File: config.mk
export PLATFORM = sky130hd
export DESIGN_NAME = r2sdf_stage
export DESIGN_NICKNAME = d
export VERILOG_FILES = /design/src/rtl/r2sdf_stage.sv
export SDC_FILE = /design/constraint.sdc
export NUM_CORES = 2
export LEC_CHECK = 0
export ABC_CLOCK_PERIOD_IN_PS = 18150
export CORE_UTILIZATION = 70
export CTS_BUF_LIST = sky130_fd_sc_hd__clkbuf_4 sky130_fd_sc_hd__clkbuf_8
export DETAILED_ROUTE_END_ITERATION = 8
export PLACE_DENSITY = 0.95
export REMOVE_ABC_BUFFERS = 1
export SYNTH_ARGS = -nofsm -noshare
export SYNTH_HDL_FRONTEND = slang
export SYNTH_SLANG_ARGS = --single-unit
File: constraint.sdc
create_clock -name clk -period 18.15 [get_ports clk]
set_input_delay 1.815 -clock clk [delete_from_list [all_inputs] [get_ports clk]]
set_output_delay 1.815 -clock clk [all_outputs]
set_load 0.01 [all_outputs]
File: src/rtl/r2sdf_stage.sv
// r2sdf_stage: one radix-2 single-path delay-feedback (R2SDF) decimation-in-frequency FFT stage.
//
// Each accepted sample advances a phase counter that runs modulo 2*DELAY.
//   Phase A (cnt <  DELAY): the input is pushed into the feedback delay line. Once the stage
//                           is primed, the difference leaving the delay line is multiplied by
//                           twiddle W[cnt] and emitted.
//   Phase B (cnt >= DELAY): the butterfly sum (fifo_out + in) is emitted. The difference
//                           (fifo_out - in) is pushed back into the delay line, so it leaves
//                           DELAY accepted samples later.
//
// Parameters:
//   DW    - sample component width, signed Q1.(DW-1)
//   DELAY - feedback depth D, a power of two >= 1; sub-block length is 2*D
//   SCALE - 1: arithmetic shift right by 1 on butterfly sum/diff, 0: no shift
//
// Ports:
//   clk              clock, all state updates on the rising edge
//   rst_n            asynchronous active-low reset
//   in_valid         input sample present; the stage advances only when high
//   in_re, in_im     input sample components
//   out_valid        out_re/out_im hold a valid sample (registered)
//   out_re, out_im   output sample components (registered)

module r2sdf_stage #(
  parameter int unsigned DW    = 16,
  parameter int unsigned DELAY = 4,
  parameter int unsigned SCALE = 1
) (
  input  logic          clk,
  input  logic          rst_n,
  input  logic          in_valid,
  input  logic [DW-1:0] in_re,
  input  logic [DW-1:0] in_im,
  output logic          out_valid,
  output logic [DW-1:0] out_re,
  output logic [DW-1:0] out_im
);

  // DELAY is a power of two, so a CW-bit counter wraps at 2*DELAY by itself and its MSB
  // marks phase B.
  localparam int unsigned CW  = $clog2(2 * DELAY);
  localparam int          AMP = (1 << (DW - 1)) - 1;
  localparam real         PI  = 3.14159265358979323846;

  // Round to nearest, halves away from zero, then truncate to DW bits.
  function automatic logic [DW-1:0] tw_round(input real x);
    int v;
    if (x >= 0.0) begin
      v = $rtoi(x + 0.5);
    end else begin
      v = -$rtoi(-x + 0.5);
    end
    return v[DW-1:0];
  endfunction

  // ---------------------------------------------------------------------------
  // State
  // ---------------------------------------------------------------------------
  logic [CW-1:0] r_cnt;
  logic          r_primed;
  logic          r_valid;
  logic [DW-1:0] r_out_re;
  logic [DW-1:0] r_out_im;

  // Feedback delay line as a shift register; entry DELAY-1 is the oldest.
  logic [DW-1:0] r_fifo_re [DELAY];
  logic [DW-1:0] r_fifo_im [DELAY];

  // ---------------------------------------------------------------------------
  // Twiddle ROM: W[k] = AMP * exp(-j*pi*k/DELAY), constant after elaboration
  // ---------------------------------------------------------------------------
  logic [DW-1:0] w_rom_re [DELAY];
  logic [DW-1:0] w_rom_im [DELAY];

  for (genvar k = 0; k < DELAY; k++) begin : g_rom
    localparam real Ang = PI * real'(k) / real'(DELAY);
    assign w_rom_re[k] = tw_round(real'(AMP) * $cos(Ang));
    assign w_rom_im[k] = tw_round(-real'(AMP) * $sin(Ang));
  end

  logic [DW-1:0] w_tw_re;
  logic [DW-1:0] w_tw_im;

  if (DELAY > 1) begin : g_tw_sel
    // In phase A the low counter bits are exactly the twiddle index.
    assign w_tw_re = w_rom_re[r_cnt[CW-2:0]];
    assign w_tw_im = w_rom_im[r_cnt[CW-2:0]];
  end else begin : g_tw_one
    assign w_tw_re = w_rom_re[0];
    assign w_tw_im = w_rom_im[0];
  end

  // ---------------------------------------------------------------------------
  // Datapath
  // ---------------------------------------------------------------------------
  logic          w_phase_b;
  logic [DW-1:0] w_fo_re;
  logic [DW-1:0] w_fo_im;

  assign w_phase_b = r_cnt[CW-1];
  assign w_fo_re   = r_fifo_re[DELAY-1];
  assign w_fo_im   = r_fifo_im[DELAY-1];

  // Butterfly at DW+1 bits, optional /2, low DW bits kept (wraps, no saturation).
  logic signed [DW:0] w_sum_re;
  logic signed [DW:0] w_sum_im;
  logic signed [DW:0] w_dif_re;
  logic signed [DW:0] w_dif_im;

  assign w_sum_re = ($signed({w_fo_re[DW-1], w_fo_re}) + $signed({in_re[DW-1], in_re})) >>> SCALE;
  assign w_sum_im = ($signed({w_fo_im[DW-1], w_fo_im}) + $signed({in_im[DW-1], in_im})) >>> SCALE;
  assign w_dif_re = ($signed({w_fo_re[DW-1], w_fo_re}) - $signed({in_re[DW-1], in_re})) >>> SCALE;
  assign w_dif_im = ($signed({w_fo_im[DW-1], w_fo_im}) - $signed({in_im[DW-1], in_im})) >>> SCALE;

  // Complex multiply at 2*DW bits; taking bits [2DW-2:DW-1] is a floor shift by DW-1
  // followed by truncation to DW bits.
  logic signed [2*DW-1:0] w_p_rr;
  logic signed [2*DW-1:0] w_p_ii;
  logic signed [2*DW-1:0] w_p_ri;
  logic signed [2*DW-1:0] w_p_ir;
  logic signed [2*DW-1:0] w_m_re;
  logic signed [2*DW-1:0] w_m_im;
  logic [DW-1:0]          w_cm_re;
  logic [DW-1:0]          w_cm_im;

  assign w_p_rr  = $signed(w_fo_re) * $signed(w_tw_re);
  assign w_p_ii  = $signed(w_fo_im) * $signed(w_tw_im);
  assign w_p_ri  = $signed(w_fo_re) * $signed(w_tw_im);
  assign w_p_ir  = $signed(w_fo_im) * $signed(w_tw_re);
  assign w_m_re  = w_p_rr - w_p_ii;
  assign w_m_im  = w_p_ri + w_p_ir;
  assign w_cm_re = w_m_re[2*DW-2:DW-1];
  assign w_cm_im = w_m_im[2*DW-2:DW-1];

  // Bits discarded by the truncations above.
  logic w_unused;
  assign w_unused = ^{w_sum_re[DW], w_sum_im[DW], w_dif_re[DW], w_dif_im[DW],
                      w_m_re[2*DW-1], w_m_re[DW-2:0], w_m_im[2*DW-1], w_m_im[DW-2:0]};

  // Delay-line write value and output value for the current phase.
  logic [DW-1:0] w_wr_re;
  logic [DW-1:0] w_wr_im;
  logic [DW-1:0] w_res_re;
  logic [DW-1:0] w_res_im;
  logic          w_emit;

  always_comb begin
    w_wr_re  = in_re;
    w_wr_im  = in_im;
    w_res_re = w_cm_re;
    w_res_im = w_cm_im;
    if (w_phase_b) begin
      w_wr_re  = w_dif_re[DW-1:0];
      w_wr_im  = w_dif_im[DW-1:0];
      w_res_re = w_sum_re[DW-1:0];
      w_res_im = w_sum_im[DW-1:0];
    end
  end

  // Phase-A products before the first wrap come from an unfilled delay line.
  assign w_emit = in_valid && (w_phase_b || r_primed);

  // ---------------------------------------------------------------------------
  // Registers
  // ---------------------------------------------------------------------------
  always_ff @(posedge clk or negedge rst_n) begin
    if (!rst_n) begin
      r_cnt    <= '0;
      r_primed <= 1'b0;
      r_valid  <= 1'b0;
      r_out_re <= '0;
      r_out_im <= '0;
    end else begin
      r_valid <= w_emit;
      if (in_valid) begin
        r_cnt <= r_cnt + 1'b1;
        if (&r_cnt) begin
          r_primed <= 1'b1;
        end
      end
      // Output data holds across idle and suppressed cycles.
      if (w_emit) begin
        r_out_re <= w_res_re;
        r_out_im <= w_res_im;
      end
    end
  end

  // Delay-line contents need no reset: they are only observed after priming.
  always_ff @(posedge clk) begin
    if (in_valid) begin
      r_fifo_re[0] <= w_wr_re;
      r_fifo_im[0] <= w_wr_im;
      for (int i = 1; i < int'(DELAY); i++) begin
        r_fifo_re[i] <= r_fifo_re[i-1];
        r_fifo_im[i] <= r_fifo_im[i-1];
      end
    end
  end

  assign out_valid = r_valid;
  assign out_re    = r_out_re;
  assign out_im    = r_out_im;

endmodule

==> summary.txt <==
Yosys
  • Synth top area share: 0.443
  • Sequential-to-total area share from yosys stat: 0.122
  • Mapped Cells: 3836
  • Ys flop type: edfxtp_1
  • Top post-synthesis cells by area: fa_1 44%, ha_1 16%, inv_1 12%
  • Most numerous cell in the Yosys netlist: inv_1
  • FFs w/ async S/R, synth: 0.224
  • Synth warn: 0
  • Mean Syn Cell Area: 10.2 µm²
  • Synth Register Bits: 165
  • Post-synth EDFFs: 128
  • Top post-synthesis cells by count: 1271 x inv_1, 864 x fa_1, 486 x ha_1, 159 x nand2_1, 128 x edfxtp_1
  • Synthesized cell area: 39000 µm²
  • Cell variety after synth: 80
  • Yosys top cell by area: fa_1

Detailed routing
  • Residual DRC: 0
  • Final ANT Viol Nets: 0
  • Final WL: 101000 µm
  • DRT Pass-1 Iters: 6
  • Iteration-0 DRC count of the detailed router: 2469
  • Vias: 26863
  • Wire per inst: 21.8 µm
  • Vias per cell: 5.78

Setup path
  • CP max-delay cell: clkinv_1
  • Crit-path max cell delay: 980 ps
  • Worst setup SP type: register
  • Worst R2R End: out_im[14]
  • CP endpoint kind: register
  • Worst-case reg-to-reg path depth: 26
  • WP data arrival: 11610 ps
  • Critical Path Most Common Cell: fa_1
  • Setup slack, reg-to-reg: 6950 ps
  • Top delay family on crit path: adder cells
  • R2R Path Start: r_cnt[1]
  • Critical path buffers and inverters: 6
  • Worst EP required: 18560 ps
  • Critical path class: reg -> reg
  • Biggest fanout along the worst timing path: 40

STA
  • Max Fclk: 0.0893 GHz
  • Final setup vio count: 0
  • Final Max Slew Viols: 0
  • Worst-Margin Slew: 1070 ps
  • Relative slew margins: 0.286
  • Final period util: 0.617
  • Clk_skew: 28.9 ps
  • RSZ-0062 raised after global routing: false
  • Final hold vios: 0
  • Fin Setup TNS: 0 ps
  • Min cycle time layout: 11200 ps

Floorplan
  • Die X: 238 µm
  • Starting Density: 0.708
  • # rows: 86
  • Die area: 56700 µm²
  • Die Y: 238 µm
  • Io pins: 68
  • Core Box Area: 55100 µm²

Global route
  • Grt ovf: 0
  • Gr usage total: 0.386
  • Vias in the first global route: 30500
  • First-pass GRT wire length: 162000 µm
  • Initial antenna violation count: 6
  • Largest net degree at the start of global routing: 69

Layout
  • Multi-input logic area: 29200 µm²
  • Sequential cell area: 4770 µm²
  • Nets: 5265
  • Share of cells above drive strength 1: 0.0226
  • P&R area growth vs syn: 4.97%
  • # fillers: 3449

Min path
  • Hold Path Origin: r_fifo_re[2][0]
  • Worst Hold Class: reg -> reg
  • Worst min-delay path endpoint: r_fifo_re[3][0]
  • Cells on Worst Hold Path: 0

Clock network
  • Clock root cell: clkbuf_8
  • CTS Buf Count: 17
  • CTS tree: yes
  • Post-CTS Hold Buffers: 0
  • H-tree depth: 4
  • # Post-CTS Setup Buffers: 0
  • Cts repair resizes: 0
  • Longest Clk Path Bufs: 2
  • Clock sinks: 165
  • Clock slew at the register clock pins of the worst setup and hold paths: 120 ps
  • Clk_lat worst skew: 590 ps

Job
  • Maxcap violations: 0

Status
  • Status: finished clean

Placed design
  • PortBufs: 67
  • Placer Congestion: 1.01
  • DP HPWL: 83200 µm
[layer usage]
layer,track usage,routed length [µm]
met4,0.256,7790
met1,0.474,35700
met3,0.0888,9770
met2,0.616,47900
met5,0,16
[area by class of cell]
| class | count | area share |
|---|---|---|
| Inverter | 1274 | 0.117 |
| Antenna cell | 5 | 0.000305 |
| Sequential cell | 165 | 0.116 |
| Tap cell | 748 | 0.0228 |
| Multi-Input combinational cell | 2325 | 0.713 |
| Timing Repair Buffer | 97 | 0.0218 |
| Clock inverter | 12 | 0.00238 |
| Clock buffer | 20 | 0.00657 |
[how the worst max path moves through the flow]
| stage | from | end | slack (ps) | depth (start not counted) |
|---|---|---|---|---|
| after floorplan | r_cnt[1] | out_im[13] | 8800 | 25 |
| after global placement | r_cnt[1] | out_im[14] | 7730 | 26 |
| after detailed placement | r_cnt[1] | out_im[14] | 7240 | 26 |
| after CTS | r_cnt[1] | out_im[14] | 7200 | 26 |
| after global routing | r_cnt[1] | out_im[14] | 6580 | 26 |
| final | r_cnt[1] | out_im[14] | 6950 | 26 |
[per-stage QoR]
step | worst slack, ps | hold slack [ps] | instances | area, µm² | utilization
2_1_floorplan | 8800 | 400 | 3764 | 38700 | -
3_3_place_gp | 7730 | 400 | 4609 | 40600 | 0.737
3_5_place_dp | 7240 | 405 | 4609 | 40600 | 0.737
4_1_cts | 7200 | 422 | 4641 | 41000 | 0.743
5_1_grt | 6580 | 423 | 4645 | 41000 | 0.744
6_report | 6950 | 419 | 4646 | 41000 | 0.744
[cells in the final DEF (no fill, tap or decap), types with 30 or more instances in the layout]
| master | instances |
|---|---|
| a21oi_1 | 68 |
| dfrtp_1 | 36 |
| nor2_1 | 118 |
| nand2b_1 | 60 |
| inv_1 | 1271 |
| and2_1 | 56 |
| nor2b_1 | 51 |
| buf_4 | 30 |
| clkdlybuf4s50_1 | 65 |
| nand3_1 | 30 |
| ha_1 | 486 |
| xnor2_1 | 91 |
| o21ai_0 | 78 |
| edfxtp_1 | 128 |
| fa_1 | 864 |
| nand2_1 | 159 |
[logic make-up after synthesis]
logic type | after synthesis | synth area share
AOI/OAI and AO/OA | 289 | 0.0489
and+or+nand+nor | 559 | 0.0710
adders and majority gates | 1350 | 0.599
buffers and inverters | 1346 | 0.130
DFF | 165 | 0.122
xor gates and xnor gates | 120 | 0.0273
muxes | 7 | 0.00183
[registers in the layout, summed over array words and instances, names as in the netlist]
name / flops
out_valid: 1
r_fifo_im: 64
r_fifo_re: 64
out_re: 16
r_cnt: 3
out_im: 16
r_primed: 1
[worst register-to-register path: stages, from the launching register on]
cell	delay, ps
dfrtp_1	770
clkinv_1	990
ha_1	640
buf_4	280
nor2b_1	810
inv_1	690
fa_1	650
fa_1	530
inv_1	70
fa_1	490
fa_1	570
fa_1	420
fa_1	460
fa_1	490
inv_1	50
fa_1	470
inv_1	40
ha_1	320
a21oi_1	150
nor2b_1	80
or4_1	400
nor3_1	490
nor3_1	150
or2_2	370
a211oi_1	380
xnor2_1	170
a21oi_1	100
Power is left out: the tool's default activity adds up to more than one toggle a clock period on the data nets, which glitch-free logic cannot reach.
